$ cat src/rtl/food_spawn_controller_if.sv
// Occupancy query channel between the food spawner and the snake-body store.
// occ_req/occ_x/occ_y hold until occ_ack; occ_hit is meaningful only alongside occ_ack.
interface food_spawn_controller_if;
    logic       occ_req;
    logic [9:0] occ_x;
    logic [8:0] occ_y;
    logic       occ_ack;
    logic       occ_hit;

    modport master (output occ_req, occ_x, occ_y, input occ_ack, occ_hit);
    modport slave  (input occ_req, occ_x, occ_y, output occ_ack, occ_hit);
endinterface

$ cat src/rtl/food_spawn_controller.sv
// Relocates the food cell after an eat/respawn, drawing grid-aligned random candidates
// and vetting each through an occupancy query; best case eat->spawned is 4 cycles, waits on occ_ack forever.
module food_spawn_controller #(
    parameter int X_MIN     = 10,
    parameter int X_MAX     = 620,
    parameter int Y_MIN     = 10,
    parameter int Y_MAX     = 460,
    parameter int GRID      = 10,
    parameter int INIT_X    = 320,
    parameter int INIT_Y    = 240,
    parameter int MAX_TRIES = 15
) (
    input  logic                      CLOCK_50,
    input  logic                      resetn,
    input  logic [9:0]                head_x,
    input  logic [8:0]                head_y,
    input  logic                      head_valid,
    input  logic                      respawn,
    input  logic [9:0]                rand_x,
    input  logic [8:0]                rand_y,
    food_spawn_controller_if.master   occ,
    output logic [9:0]                food_x,
    output logic [8:0]                food_y,
    output logic                      food_valid,
    output logic                      eaten,
    output logic                      spawned,
    output logic                      fail,
    output logic                      busy
);
    localparam int TW = $clog2(MAX_TRIES + 1);

    typedef enum logic [1:0] {IDLE, SAMPLE, QUERY, COMMIT} stateT;

    stateT         state, stateNext;
    logic [TW-1:0] tries, triesNext, triesInc;
    logic [9:0]    candX, candXNext, foodXNext;
    logic [8:0]    candY, candYNext, foodYNext;
    logic          occReq, occReqNext;
    logic          foodValidNext, eatenNext, spawnedNext, failNext, busyNext;
    logic          eatMatch, candLegal, bumpTries, triesWrap;

    assign eatMatch  = head_valid && food_valid && (head_x == food_x) && (head_y == food_y);
    assign candLegal = (int'(rand_x) >= X_MIN) && (int'(rand_x) <= X_MAX) &&
                       (int'(rand_y) >= Y_MIN) && (int'(rand_y) <= Y_MAX) &&
                       ((int'(rand_x) % GRID) == 0) && ((int'(rand_y) % GRID) == 0);
    assign triesInc  = tries + 1'b1;
    assign triesWrap = (int'(triesInc) == MAX_TRIES);

    always_comb begin
        stateNext     = state;
        triesNext     = tries;
        candXNext     = candX;
        candYNext     = candY;
        occReqNext    = occReq;
        foodXNext     = food_x;
        foodYNext     = food_y;
        foodValidNext = food_valid;
        eatenNext     = 1'b0;
        spawnedNext   = 1'b0;
        failNext      = 1'b0;
        bumpTries     = 1'b0;

        case (state)
            IDLE: begin
                if (eatMatch || respawn) begin
                    eatenNext     = eatMatch;
                    foodValidNext = 1'b0;
                    triesNext     = '0;
                    stateNext     = SAMPLE;
                end
            end
            SAMPLE: begin
                if (candLegal) begin
                    candXNext  = rand_x;
                    candYNext  = rand_y;
                    occReqNext = 1'b1;
                    stateNext  = QUERY;
                end else begin
                    bumpTries = 1'b1;
                end
            end
            QUERY: begin
                if (occ.occ_ack) begin
                    occReqNext = 1'b0;
                    if (occ.occ_hit) begin
                        bumpTries = 1'b1;
                        stateNext = SAMPLE;
                    end else begin
                        stateNext = COMMIT;
                    end
                end
            end
            COMMIT: begin
                foodXNext     = candX;
                foodYNext     = candY;
                foodValidNext = 1'b1;
                spawnedNext   = 1'b1;
                stateNext     = IDLE;
            end
            default: stateNext = IDLE;
        endcase

        // A fail only reports exhaustion; the search carries on with a fresh count.
        if (bumpTries) begin
            if (triesWrap) begin
                failNext  = 1'b1;
                triesNext = '0;
            end else begin
                triesNext = triesInc;
            end
        end

        busyNext = (stateNext != IDLE);
    end

    always_ff @(posedge CLOCK_50 or negedge resetn) begin
        if (!resetn) begin
            state      <= IDLE;
            tries      <= '0;
            candX      <= '0;
            candY      <= '0;
            occReq     <= 1'b0;
            food_x     <= 10'(INIT_X);
            food_y     <= 9'(INIT_Y);
            food_valid <= 1'b1;
            eaten      <= 1'b0;
            spawned    <= 1'b0;
            fail       <= 1'b0;
            busy       <= 1'b0;
        end else begin
            state      <= stateNext;
            tries      <= triesNext;
            candX      <= candXNext;
            candY      <= candYNext;
            occReq     <= occReqNext;
            food_x     <= foodXNext;
            food_y     <= foodYNext;
            food_valid <= foodValidNext;
            eaten      <= eatenNext;
            spawned    <= spawnedNext;
            fail       <= failNext;
            busy       <= busyNext;
        end
    end

    // The latched candidate doubles as the query address, so it stays put until ack.
    assign occ.occ_req = occReq;
    assign occ.occ_x   = candX;
    assign occ.occ_y   = candY;
endmodule

$ cat src/flat_wrapper.sv
// flat-port wrapper written by rule: the top's interface ports become plain ports
module food_spawn_controller_flat 
#(
    parameter int X_MIN     = 10,
    parameter int X_MAX     = 620,
    parameter int Y_MIN     = 10,
    parameter int Y_MAX     = 460,
    parameter int GRID      = 10,
    parameter int INIT_X    = 320,
    parameter int INIT_Y    = 240,
    parameter int MAX_TRIES = 15
)
  (CLOCK_50, resetn, head_x, head_y, head_valid, respawn, rand_x, rand_y, food_x, food_y, food_valid, eaten, spawned, fail, busy, occ_occ_req, occ_occ_x, occ_occ_y, occ_occ_ack, occ_occ_hit);
  food_spawn_controller_if occ_i ();
  input  logic CLOCK_50;
  input  logic resetn;
  input  logic [9:0] head_x;
  input  logic [8:0] head_y;
  input  logic head_valid;
  input  logic respawn;
  input  logic [9:0] rand_x;
  input  logic [8:0] rand_y;
  output logic [9:0] food_x;
  output logic [8:0] food_y;
  output logic food_valid;
  output logic eaten;
  output logic spawned;
  output logic fail;
  output logic busy;
  output wire logic [$bits(occ_i.occ_req)-1:0] occ_occ_req;
  output wire logic [$bits(occ_i.occ_x)-1:0] occ_occ_x;
  output wire logic [$bits(occ_i.occ_y)-1:0] occ_occ_y;
  input wire logic [$bits(occ_i.occ_ack)-1:0] occ_occ_ack;
  input wire logic [$bits(occ_i.occ_hit)-1:0] occ_occ_hit;
  assign occ_occ_req = occ_i.occ_req;
  assign occ_occ_x = occ_i.occ_x;
  assign occ_occ_y = occ_i.occ_y;
  assign occ_i.occ_ack = occ_occ_ack;
  assign occ_i.occ_hit = occ_occ_hit;
  food_spawn_controller #(.X_MIN(X_MIN), .X_MAX(X_MAX), .Y_MIN(Y_MIN), .Y_MAX(Y_MAX), .GRID(GRID), .INIT_X(INIT_X), .INIT_Y(INIT_Y), .MAX_TRIES(MAX_TRIES)) u_core (.CLOCK_50(CLOCK_50), .resetn(resetn), .head_x(head_x), .head_y(head_y), .head_valid(head_valid), .respawn(respawn), .rand_x(rand_x), .rand_y(rand_y), .occ(occ_i), .food_x(food_x), .food_y(food_y), .food_valid(food_valid), .eaten(eaten), .spawned(spawned), .fail(fail), .busy(busy));
endmodule
$ cat config.mk
export PLATFORM = sky130hd
export DESIGN_NAME = food_spawn_controller_flat
export DESIGN_NICKNAME = d
export VERILOG_FILES = /design/src/rtl/food_spawn_controller_if.sv /design/src/rtl/food_spawn_controller.sv /design/src/flat_wrapper.sv
export SDC_FILE = /design/constraint.sdc
export NUM_CORES = 1
export LEC_CHECK = 0
export ABC_AREA = 1
export ABC_CLOCK_PERIOD_IN_PS = 2400
export BUFFER_PORTS_ARGS = -buffer_cell sky130_fd_sc_hd__buf_4
export CORE_ASPECT_RATIO = 1.2
export CORE_MARGIN = 2
export CORE_UTILIZATION = 32
export DETAILED_ROUTE_END_ITERATION = 6
export GPL_TIMING_DRIVEN = 0
export PLACE_DENSITY = 0.58
export SLEW_MARGIN = 20
export SYNTH_ARGS = -nofsm -noshare
export SYNTH_HDL_FRONTEND = slang
export SYNTH_SLANG_ARGS = --single-unit
$ cat constraint.sdc
create_clock -name CLOCK_50 -period 2.4 [get_ports CLOCK_50]
set_clock_uncertainty 0.1 [all_clocks]
set_input_delay 0.12 -clock CLOCK_50 [delete_from_list [all_inputs] [get_ports CLOCK_50]]
set_output_delay 0.12 -clock CLOCK_50 [all_outputs]
set_load 0.1 [all_outputs]
==> qor.csv <==
stage;metric;value;unit
global_route;grt ovf;0;
floorplanning;effective utilization at floorplan;32.9;%
critical_path;worst r2r path cells;8;
sta;Hold Worst Slack;0.0509;ns
clock_network;Worst-path clk slew;0.06;ns
drt;mean routed wirelength per cell;13.4;um
yosys;sequential share of the synthesized area;27.6;%
critical_path;WP data arrival;4.46;ns
sta;Slew @ Worst Pin;0.748;ns
clock_network;CTS tree;done;
critical_path;critical path data required time;2.48;ns
power_and_ir_drop;Switching Fraction;45.3;%
global_route;first-pass GRT wire length;21800;um
clock_network;clk_lat worst skew;0.30;ns
clock_network;CTS root buffer;clkbuf_16;
hold_path;Min-Delay Path Class;in2reg;
sta;Final Hold Fails;0;
floorplanning;die width;113;um
yosys;syn_nets;757;
drt;Initial DRC Count;269;
yosys;Post-Syn Area;0.00457;sq mm
yosys;Mapped Cells;703;
sta;RSZ-0062 raised after global routing;true;
power_and_ir_drop;clock power share;19.8;%
global_route;vias in the first global route;4669;
critical_path;WS Path Type;in2reg;
floorplanning;cell row count;47;
sta;max-slew violation count;0;
global_route;antenna violations before repair;0;
clock_network;clk sink count;50;
floorplanning;Die Outline Area;0.0152;sq mm
critical_path;CP max stage delay;0.21;ns
floorplanning;Placeable Area;0.0139;sq mm
final_layout;area grow syn2layout;44.4;%
flow_run;MaxCap Viol Count;0;
drt;Final ANT Viol Nets;0;
hold_path;Hold Path Depth;4;
placement;GPL Wtd Cong;0.841;
final_layout;number of nets in the layout;897;
drt;DRT Wirelength;13600;um
sta;Max Clk Rate;228;MHz
clock_network;H-tree depth;2;
run_status;status;finished, violations left;
placement;DP HPWL;10100;um
yosys;Ys Warns;0;
power_and_ir_drop;sequential power share;19.8;%
final_layout;final instance area;0.00659;sq mm
power_and_ir_drop;VDD IR-drop max;0.285;mV
clock_network;CTS Buffer Depth;2;
final_layout;Filler Cells Inserted;1400;
drt;vias per inst;4.89;
floorplanning;io pins;88;
power_and_ir_drop;PwrDens;703;mW/mm^2
power_and_ir_drop;leakage power;3.44;nW
critical_path;crit end category;register;
drt;vias after detailed routing;4964;
power_and_ir_drop;switching power total;2.10;mW
power_and_ir_drop;cell-internal power;2.54;mW
clock_network;CTS Buf Count;5;
yosys;#FFs+latches synth;50;
placement;placed inst area;0.00555;sq mm
drt;# DRC;11;
critical_path;startpoint class of the critical path;input pin;
sta;Max-slew headroom;49.5;%
sta;final setup vio count;28;
critical_path;most used cell, CP;nand2_2;
drt;Pre-Repair DR Iteration Count;6;
power_and_ir_drop;power share of the combinational group;60.4;%
final_layout;Inserted Diodes;0;
yosys;Mapped Avg Cell Area;6.50;sq um
run_status;failing checks;design-rule violations, negative setup slack;
final_layout;layout cells sized above 1;38.6;%
sta;Final Cycle Share;183;%
floorplanning;Die H;135;um
global_route;largest net degree at the start of global routing;51;
sta;Tmin final;4.39;ns
global_route;Tot GR Track Use;17.3;%
yosys;post-synth cell types;44;
critical_path;CP max-delay cell;ha_4;
placement;IO buf count;87;
critical_path;CP max FO;8;
sta;PnR worst setup slack;-1.99;ns
-- cell usage after synthesis (all sizes together) --
library cell	count	area, sq um
nand2	262	1050
inv	95	357
nand3	82	500
nor2	50	248
o21ai	47	254
dfrtp	43	1080
nand4	37	246
xor2	16	140
ha	10	125
a21oi	9	56.3
buf	8	61.3
dfstp	7	184
nor3	7	40.0
clkbuf	4	15.0
nand3b	4	42.5
clkinv	3	11.3
nor4	3	18.8
o22ai	3	18.8
o2111ai	2	17.5
o21bai	2	30.0
xnor2	2	17.5
a221o	1	10.0
a221oi	1	8.76
a31oi	1	6.26
a32oi	1	8.76
o211ai	1	7.51
o311ai	1	8.76
or2	1	6.26
-- stage by stage --
stage / setup WS, ns / std cells / TNS, ns / util, % / power [mW]
final: -1.99 / 1015 / -54.40 / 47.5 / 4.64
after global routing: -2.36 / 1015 / -64.89 / 47.5 / 5.01
after CTS: -1.94 / 994 / -53.30 / 44.4 / 4.32
after detailed placement: -2.58 / 961 / -70.64 / 40.0 / 3.06
after global placement: -2.58 / 961 / -70.64 / 40.0 / 3.05
after floorplan: -1.77 / 703 / -47.69 / - / 2.65
-- power by group through the flow --
| stage | sequential, mW | clock, mW | combinational (mW) |
|---|---|---|---|
| after floorplan | 0.988 | 0 | 1.66 |
| after global routing | 0.924 | 0.970 | 3.11 |
| after CTS | 0.918 | 0.932 | 2.47 |
| after detailed placement | 0.929 | 0 | 2.13 |
| final | 0.919 | 0.918 | 2.80 |
| after global placement | 0.929 | 0 | 2.12 |
-- area by class of cell --
| cell class | instances | area [sq um] | share of cell area, % |
|---|---|---|---|
| tap | 171 | 214 | 3.24 |
| buffer | 12 | 76.3 | 1.16 |
| inverter | 98 | 370 | 5.62 |
| multi-input combinational | 545 | 3450 | 52.3 |
| timing repair buffer | 131 | 1030 | 15.6 |
| clock inverter | 3 | 68.8 | 1.04 |
| clock buffer | 5 | 125 | 1.90 |
| sequential | 50 | 1260 | 19.1 |
-- logic make-up (layout without fill, tap and decap cells) --
| logic type | Yosys count | count (layout) | share of synthesized area, % |
|---|---|---|---|
| compound gates | 69 | 69 | 9.34 |
| xor+xnor | 18 | 18 | 3.45 |
| fa+ha+maj | 10 | 10 | 2.74 |
| buf+inv | 110 | 249 | 9.73 |
| flops | 50 | 50 | 27.6 |
| simple gates | 446 | 448 | 47.2 |
-- worst paths after layout --
| path | from | endpoint | slack [ns] |
|---|---|---|---|
| setup / recovery | rand_x[7] | u_core.occ.occ_y[2] | -1.99 |
| hold / removal | occ_occ_ack | u_core.occ.occ_req | 0.05 |
| setup reg to reg | u_core.food_y[4] | u_core.tries[0] | 0.32 |
| hold reg to reg | u_core.food_y[5] | u_core.food_y[5] | 0.39 |
| max in group asynchronous | resetn | u_core.tries[1] | 1.49 |
| min in group asynchronous | resetn | u_core.food_x[0] | 0.28 |
-- cell usage in the layout, fill, tap and decap left out, types with 10 or more instances in the layout --
| cell | synthesis | final |
|---|---|---|
| buf_4 | 1 | 119 |
| buf_6 | 3 | 13 |
| dfrtp_1 | 43 | 43 |
| inv_1 | 78 | 76 |
| inv_2 | 17 | 18 |
| nand2_1 | 243 | 197 |
| nand2_2 | 15 | 44 |
| nand2_4 | 4 | 21 |
| nand3_1 | 70 | 43 |
| nand3_2 | 8 | 29 |
| nand3_4 | 4 | 11 |
| nand4_1 | 36 | 36 |
| nor2_1 | 36 | 27 |
| nor2_4 | 5 | 15 |
| o21ai_0 | 21 | 18 |
| o21ai_1 | 21 | 18 |
| o21ai_2 | 5 | 10 |
| xor2_1 | 16 | 16 |
-- per-layer routing --
metal  global-route usage, %  routed length, um
met5                       0                  0
met4                    5.22                278
met3                    2.29                537
met2                    30.8               6790
met1                    21.7               5950
-- state kept, by name, indices dropped and copies added (netlist names) --
name                count
u_core.state            2
u_core.food_valid       1
u_core.food_x          10
u_core.spawned          1
u_core.occ.occ_req      1
u_core.eaten            1
u_core.fail             1
u_core.food_y           9
u_core.occ.occ_x       10
u_core.tries            4
u_core.busy             1
u_core.occ.occ_y        9
-- what timing repair did --
action / in CTS / in global routing
gates cloned: 3 / 1
resized for setup: 60 / 69
setup endpoints to repair: 28 / 28
hold endpoints to repair: 43 / 0
pin swaps: 48 / 46
hold buffers: 1 / 0
setup buffers: 21 / 20
-- critical path, delay by kind of cell --
family / cells / cell delay [ns]
AOI/OAI and AO/OA: 2 / 0.26
adders and majority gates: 1 / 0.21
buffers and inverters: 7 / 0.77
and+or+nand+nor: 28 / 3.06
(Power assumes the default switching activity.)
